$ cat src/rtl/dp_pkg.sv
// ============================================================
// Package : dp_pkg
// Brief   : Op codes and FSM state encoding for dp_op_arbiter.
// Revision: 1.0 - initial release
// ============================================================
`default_nettype none

package dp_pkg;

    localparam int N_REQ = 2;

    typedef enum logic [1:0] {
        OP_INC = 2'd0,
        OP_INV = 2'd1,
        OP_ACC = 2'd2,
        OP_CLR = 2'd3
    } op_e;

    typedef enum logic [0:0] {
        IDLE = 1'b0,
        RESP = 1'b1
    } state_e;

endpackage

`default_nettype wire

$ cat src/rtl/dp_op_arbiter_if.sv
// ============================================================
// Module  : dp_op_arbiter_if
// Brief   : Request/response handshake bundle for dp_op_arbiter.
// Revision: 1.0 - initial release
// ============================================================
`default_nettype none

interface dp_op_arbiter_if #(
    parameter int WIDTH     = 8,
    parameter int CNT_WIDTH = 16
);
    logic [1:0]           req_valid;
    logic [1:0]           req_ready;
    logic [1:0]           req_op0;
    logic [1:0]           req_op1;
    logic [WIDTH-1:0]     req_data0;
    logic [WIDTH-1:0]     req_data1;
    logic                 resp_valid;
    logic                 resp_ready;
    logic                 resp_id;
    logic [WIDTH-1:0]     resp_data;
    logic                 resp_carry;
    logic [CNT_WIDTH-1:0] ops_done;

    modport master (
        output req_valid, req_op0, req_op1, req_data0, req_data1, resp_ready,
        input  req_ready, resp_valid, resp_id, resp_data, resp_carry, ops_done
    );

    modport slave (
        input  req_valid, req_op0, req_op1, req_data0, req_data1, resp_ready,
        output req_ready, resp_valid, resp_id, resp_data, resp_carry, ops_done
    );
endinterface

`default_nettype wire

$ cat src/rtl/dp_alu.sv
// ============================================================
// Module  : dp_alu
// Brief   : Combinational shared datapath: INC / INV / ACC / CLR.
// Revision: 1.0 - initial release
// ============================================================
`default_nettype none

module dp_alu
    import dp_pkg::*;
#(
    parameter int WIDTH = 8
) (
    input  op_e              op_i,
    input  logic [WIDTH-1:0] data_i,
    input  logic [WIDTH-1:0] acc_i,
    output logic [WIDTH-1:0] result_o,
    output logic             carry_o,
    output logic [WIDTH-1:0] acc_next_o
);
    logic [WIDTH:0] inc_sum;
    logic [WIDTH:0] acc_sum;

    assign inc_sum = {1'b0, data_i} + {{WIDTH{1'b0}}, 1'b1};
    assign acc_sum = {1'b0, acc_i} + {1'b0, data_i};

    always_comb begin
        result_o   = '0;
        carry_o    = 1'b0;
        acc_next_o = acc_i;
        case (op_i)
            OP_INC: begin
                result_o = inc_sum[WIDTH-1:0];
                carry_o  = inc_sum[WIDTH];
            end
            OP_INV: result_o = ~data_i;
            OP_ACC: begin
                result_o   = acc_sum[WIDTH-1:0];
                carry_o    = acc_sum[WIDTH];
                acc_next_o = acc_sum[WIDTH-1:0];
            end
            OP_CLR: begin
                // CLR reports the accumulator value it destroys
                result_o   = acc_i;
                acc_next_o = '0;
            end
            default: result_o = '0;
        endcase
    end
endmodule

`default_nettype wire

$ cat src/rtl/dp_op_arbiter.sv
// ============================================================
// Module  : dp_op_arbiter
// Brief   : Two-requester round-robin arbiter sharing one dp_alu.
// Revision: 1.0 - initial release
// ============================================================
`default_nettype none

module dp_op_arbiter
    import dp_pkg::*;
#(
    parameter int WIDTH     = 8,
    parameter int CNT_WIDTH = 16
) (
    input  logic          clk,
    input  logic          rst,
    dp_op_arbiter_if.slave bus
);
    state_e               state_q, state_d;
    logic                 last_grant_q, last_grant_d;
    logic [WIDTH-1:0]     acc_q, acc_d;
    logic [WIDTH-1:0]     resp_data_q, resp_data_d;
    logic                 resp_carry_q, resp_carry_d;
    logic                 resp_id_q, resp_id_d;
    logic [CNT_WIDTH-1:0] ops_done_q, ops_done_d;

    logic                 any_valid;
    logic                 grant;
    logic [1:0]           ready;
    op_e                  alu_op;
    logic [WIDTH-1:0]     alu_data;
    logic [WIDTH-1:0]     alu_result;
    logic                 alu_carry;
    logic [WIDTH-1:0]     alu_acc_next;

    // On contention the requester that did not win last time is served
    assign any_valid = |bus.req_valid;
    assign grant     = (&bus.req_valid) ? ~last_grant_q : bus.req_valid[1];
    assign alu_op    = op_e'(grant ? bus.req_op1 : bus.req_op0);
    assign alu_data  = grant ? bus.req_data1 : bus.req_data0;

    dp_alu #(.WIDTH(WIDTH)) u_alu (
        .op_i       (alu_op),
        .data_i     (alu_data),
        .acc_i      (acc_q),
        .result_o   (alu_result),
        .carry_o    (alu_carry),
        .acc_next_o (alu_acc_next)
    );

    always_comb begin
        state_d      = state_q;
        last_grant_d = last_grant_q;
        acc_d        = acc_q;
        resp_data_d  = resp_data_q;
        resp_carry_d = resp_carry_q;
        resp_id_d    = resp_id_q;
        ops_done_d   = ops_done_q;
        ready        = 2'b00;
        case (state_q)
            IDLE: begin
                if (any_valid) begin
                    ready        = grant ? 2'b10 : 2'b01;
                    state_d      = RESP;
                    last_grant_d = grant;
                    acc_d        = alu_acc_next;
                    resp_data_d  = alu_result;
                    resp_carry_d = alu_carry;
                    resp_id_d    = grant;
                end
            end
            RESP: begin
                if (bus.resp_ready) begin
                    state_d    = IDLE;
                    ops_done_d = ops_done_q + 1'b1;
                end
            end
            default: state_d = IDLE;
        endcase
    end

    always_ff @(posedge clk or negedge rst) begin
        if (!rst) begin
            state_q      <= IDLE;
            last_grant_q <= 1'b1;
            acc_q        <= '0;
            resp_data_q  <= '0;
            resp_carry_q <= 1'b0;
            resp_id_q    <= 1'b0;
            ops_done_q   <= '0;
        end else begin
            state_q      <= state_d;
            last_grant_q <= last_grant_d;
            acc_q        <= acc_d;
            resp_data_q  <= resp_data_d;
            resp_carry_q <= resp_carry_d;
            resp_id_q    <= resp_id_d;
            ops_done_q   <= ops_done_d;
        end
    end

    assign bus.req_ready  = ready;
    assign bus.resp_valid = (state_q == RESP);
    assign bus.resp_id    = resp_id_q;
    assign bus.resp_data  = resp_data_q;
    assign bus.resp_carry = resp_carry_q;
    assign bus.ops_done   = ops_done_q;
endmodule

`default_nettype wire
$ cat src/flat_wrapper.sv
// flat-port wrapper written by rule: the top's interface ports become plain ports
module dp_op_arbiter_flat import dp_pkg::*;
#(
    parameter int WIDTH     = 8,
    parameter int CNT_WIDTH = 16
)
  (clk, rst, bus_req_valid, bus_req_op0, bus_req_op1, bus_req_data0, bus_req_data1, bus_resp_ready, bus_req_ready, bus_resp_valid, bus_resp_id, bus_resp_data, bus_resp_carry, bus_ops_done);
  dp_op_arbiter_if #(.WIDTH(WIDTH), .CNT_WIDTH(CNT_WIDTH)) bus_i ();
  input  logic clk;
  input  logic rst;
  input wire logic [$bits(bus_i.req_valid)-1:0] bus_req_valid;
  input wire logic [$bits(bus_i.req_op0)-1:0] bus_req_op0;
  input wire logic [$bits(bus_i.req_op1)-1:0] bus_req_op1;
  input wire logic [$bits(bus_i.req_data0)-1:0] bus_req_data0;
  input wire logic [$bits(bus_i.req_data1)-1:0] bus_req_data1;
  input wire logic [$bits(bus_i.resp_ready)-1:0] bus_resp_ready;
  output wire logic [$bits(bus_i.req_ready)-1:0] bus_req_ready;
  output wire logic [$bits(bus_i.resp_valid)-1:0] bus_resp_valid;
  output wire logic [$bits(bus_i.resp_id)-1:0] bus_resp_id;
  output wire logic [$bits(bus_i.resp_data)-1:0] bus_resp_data;
  output wire logic [$bits(bus_i.resp_carry)-1:0] bus_resp_carry;
  output wire logic [$bits(bus_i.ops_done)-1:0] bus_ops_done;
  assign bus_i.req_valid = bus_req_valid;
  assign bus_i.req_op0 = bus_req_op0;
  assign bus_i.req_op1 = bus_req_op1;
  assign bus_i.req_data0 = bus_req_data0;
  assign bus_i.req_data1 = bus_req_data1;
  assign bus_i.resp_ready = bus_resp_ready;
  assign bus_req_ready = bus_i.req_ready;
  assign bus_resp_valid = bus_i.resp_valid;
  assign bus_resp_id = bus_i.resp_id;
  assign bus_resp_data = bus_i.resp_data;
  assign bus_resp_carry = bus_i.resp_carry;
  assign bus_ops_done = bus_i.ops_done;
  dp_op_arbiter #(.WIDTH(WIDTH), .CNT_WIDTH(CNT_WIDTH)) u_core (.clk(clk), .rst(rst), .bus(bus_i));
endmodule
$ cat config.mk
export PLATFORM = sky130hd
export DESIGN_NAME = dp_op_arbiter_flat
export DESIGN_NICKNAME = d
export VERILOG_FILES = /design/src/rtl/dp_pkg.sv /design/src/rtl/dp_op_arbiter_if.sv /design/src/rtl/dp_alu.sv /design/src/rtl/dp_op_arbiter.sv /design/src/flat_wrapper.sv
export SDC_FILE = /design/constraint.sdc
export NUM_CORES = 1
export LEC_CHECK = 0
export CAP_MARGIN = 20
export CELL_PAD_IN_SITES_DETAIL_PLACEMENT = 1
export CELL_PAD_IN_SITES_GLOBAL_PLACEMENT = 2
export CORE_MARGIN = 5
export CORE_UTILIZATION = 30
export CTS_CLUSTER_SIZE = 14
export DETAILED_ROUTE_END_ITERATION = 12
export PLACE_DENSITY = 0.79
export SETUP_SLACK_MARGIN = 0.5
export SLEW_MARGIN = 20
export SYNTH_ARGS = -nofsm -noshare
export SYNTH_HDL_FRONTEND = slang
export SYNTH_SLANG_ARGS = --single-unit
$ cat constraint.sdc
create_clock -name clk -period 7.1 [get_ports clk]
set_clock_uncertainty 0.2 [all_clocks]
set_input_delay 1.065 -clock clk [delete_from_list [all_inputs] [get_ports clk]]
set_output_delay 1.065 -clock clk [all_outputs]
set_load 0.01 [all_outputs]
==> metrics.md <==
| Metric | Value |
|---|---|
| Status | `finished clean` |
| Total CTS buffers | `5` |
| Iteration-0 DRC Markers | `58` |
| DRT Pass-1 Iters | `4` |
| Mapped Nets | `roughly 280` |
| Area Overhead vs Synth | `30.8%` |
| Psw | `346 uW` |
| Post-synth EDFFs | `0` |
| DRT Wirelength | `around 6600 um` |
| Seq pwr share | `around 36%` |
| Share of cells above drive strength 1 | `under 10%` |
| Placer Congestion | `between 0.8 and 0.9` |
| Die Y | `~100 um` |
| Total negative slack | `0 ps` |
| CTS tree | `built` |
| Synth top area share | `between 30% and 40%` |
| CTS hold repair buffers | `0` |
| Ant diodes | `0` |
| Vias in the first global route | `between 2,000 and 2,500` |
| CP startpoint kind | `primary input` |
| Worst relative slew slack | `approximately 57%` |
| # IOs | `54` |
| Largest net degree at the start of global routing | `37` |
| Crit Path Max Fanout | `16` |
| Fin crit share | `roughly 64%` |
| Worst vdd ir | `around 86 uV` |
| Int Pwr | `~560 uW` |
| Synth cell types | `47` |
| Post-route DRC | `0` |
| Gr usage total | `~14%` |
| Final hold violations | `0` |
| Synth Instances | `approximately 250` |
| Longest Clk Path Bufs | `2` |
| Mapped Avg Cell Area | `9.44 um2` |
| Die width | `about 98 um` |
| Vias | `~2,000` |
| Max_cap viols | `0` |
| Measured slew at the worst slew-check pin | `628 ps` |
| Clock power frac | `~17%` |
| Most frequent cell after synthesis | `nand2_1` |
| Synth top area cells | `dfrtp_1, xnor2_1, nand2_1` |
| Crit path time final | `4540 ps` |
| Port bufs | `between 50 and 60` |
| Seq/Total Area, Yosys | `around two fifths` |
| Data arrival time of the worst path | `around 4500 ps` |
| Setup CP Type | `primary input to flop` |
| Sw Ratio | `roughly two fifths` |
| Post-CTS resize count | `0` |
| Part of the power in combinational logic | `a little under half` |
| Die area | `between 9000 and 10,000 um2` |
| Setup Viol. Count Final | `0` |
| Synth Cell Area | `2320 um2` |
| Fin. max-slew vios | `0` |
| H-tree Lvls | `2` |
| Mean number of vias per cell | `between 4 and 5` |
| Core Area | `7650 um2` |
| Leak | `~1.3 nW` |
| Worst Hold Slack | `292 ps` |
| Nets | `around 340` |
| Cell taking the most area after synthesis | `dfrtp_1` |
| DP HPWL | `between 5000 and 6000 um` |
| PwrDens | `299 nW/um2` |
| Fmax | `between 200 and 250 MHz` |
| Required time of the critical path | `between 7000 and 8000 ps` |
| Clock Latency Late Sink | `between 200 and 300 ps` |
| Avg WL per Cell | `16.4 um` |
| Starting density of the core | `a little under a third` |
| Number of antenna violations at the first check in global routing | `0` |
| Main flop type after synthesis | `dfrtp_1` |
| Yosys reg bits | `36` |
| Setup Buffers After CTS | `0` |
| Clk sinks | `36` |
| First-pass GRT wire length | `between 10,000 and 15,000 um` |
| Gr ovfl total | `0` |
| Root buffer cell | `clkbuf_8` |
| Clock Pin Slew Worst Setup and Hold Paths | `80 ps` |
| Post-route ant nets | `0` |
| Cell Rows | `32` |
| RSZ-0062 raised after global routing | `no` |
| Critical Path End Type | `flop` |
| Fraction of registers with async set/reset | `100%` |
| List of most frequent post-synthesis cells | `nand2_1, dfrtp_1, xnor2_1` |
| Yosys warning total | `0` |
| Worst min-delay path category | `flop to flop` |
-- kinds of logic (layout without fill, tap and decap cells) --
family / count (synthesis) / count (layout) / share of synthesized area [%]
flip-flops: 36 / 36 / 38.8
multiplexers: 16 / 16 / 7.76
buffers and inverters: 10 / 66 / 2.69
AND/OR/NAND/NOR: 85 / 85 / 17.1
XOR/XNOR: 26 / 26 / 9.81
adder cells (fa/ha/maj): 12 / 12 / 6.79
AO/OA/AOI/OAI: 61 / 61 / 17.0
-- per-layer routing --
metal / vias to the layer above / GRT usage, % / share of wire [%]
li1: 981 / - / -
met1: 980 / 19.6 / 49
met2: 26 / 24.0 / 47
met3: 7 / 2.07 / 2.8
met4: 0 / 3.83 / 1.2
met5: - / 0 / 0
-- stage by stage --
step / util (%) / power (mW) / area [um2] / worst slack, ps / std cells
detailed placement: 38.5 / 0.757 / 2940 / 2280 / 396
finish: 39.7 / 0.907 / 3040 / 2560 / 404
global route: 39.7 / 0.977 / 3040 / 2360 / 404
floorplan: - / 0.582 / 2320 / 3450 / 246
CTS: 39.7 / 0.918 / 3040 / 2560 / 404
global placement: 38.5 / 0.751 / 2940 / 2370 / 396
-- cell type report --
type	count	area, um2
inverters	3	11.3
multi-input cells	200	1360
fillers	900	4610
repair buffers	55	546
well taps	102	128
flip-flops and latches	36	902
clock inverters	1	7.51
clock buffers	7	86.3
-- worst paths after layout --
| kind | startpoint | endpoint | slack [ps] | depth (start not counted) |
|---|---|---|---|---|
| worst max-delay path | bus_req_valid[1] | u_core.bus.resp_carry | 2560 | 12 |
| worst min-delay path | u_core.bus.ops_done[15] | u_core.bus.ops_done[15] | 290 | 1 |
| worst max register to register | u_core.last_grant_q | u_core.bus.resp_carry | 3470 | 11 |
| worst min register to register | u_core.bus.ops_done[15] | u_core.bus.ops_done[15] | 290 | 1 |
| max in group asynchronous | rst | u_core.last_grant_q | 5330 | 2 |
| min in group asynchronous | rst | u_core.acc_q[7] | 1020 | 2 |
-- critical path, cell delays in order --
cell,delay (ps)
clkdlybuf4s50_1,490
a21boi_2,530
buf_4,340
mux2_2,400
ha_1,240
fa_1,420
a21o_1,180
a21oi_1,230
o21ai_1,150
a31oi_1,190
o22a_1,180
o31ai_2,70
-- flip-flops by register name (all words and copies together) (netlist names) --
register,count
u_core.bus.resp_carry,1
u_core.acc_q,8
u_core.bus.resp_id,1
u_core.bus.ops_done,16
u_core.last_grant_q,1
u_core.bus.resp_data,8
u_core.bus.resp_valid,1
-- layout by cell type (no fill, tap or decap), types with 2 or more instances in the layout --
cell type and count:
nand4_1 4, mux2_2 9, nor2_1 14, and2_1 2
and3_1 6, o22a_1 2, a21oi_1 15, a21o_1 6
o21ai_1 15, a211oi_1 2, clkdlybuf4s50_1 53, buf_4 2
a31oi_1 5, dfrtp_1 35, xnor2_1 17, nand2_1 37
a22o_1 2, nand2b_1 4, mux2i_1 5, nor3_1 3
nand3_1 8, clkbuf_8 6, o21ai_0 5, inv_1 2
ha_1 11, xor2_1 9
-- power by group through the flow --
stage,logic [mW],clock network [mW],registers [mW]
finish,0.425,0.157,0.325
global route,0.471,0.172,0.335
CTS,0.431,0.162,0.325
detailed placement,0.427,0,0.329
global placement,0.424,0,0.327
floorplan,0.247,0,0.335
Note: power is estimated with default switching activity, not from simulation.
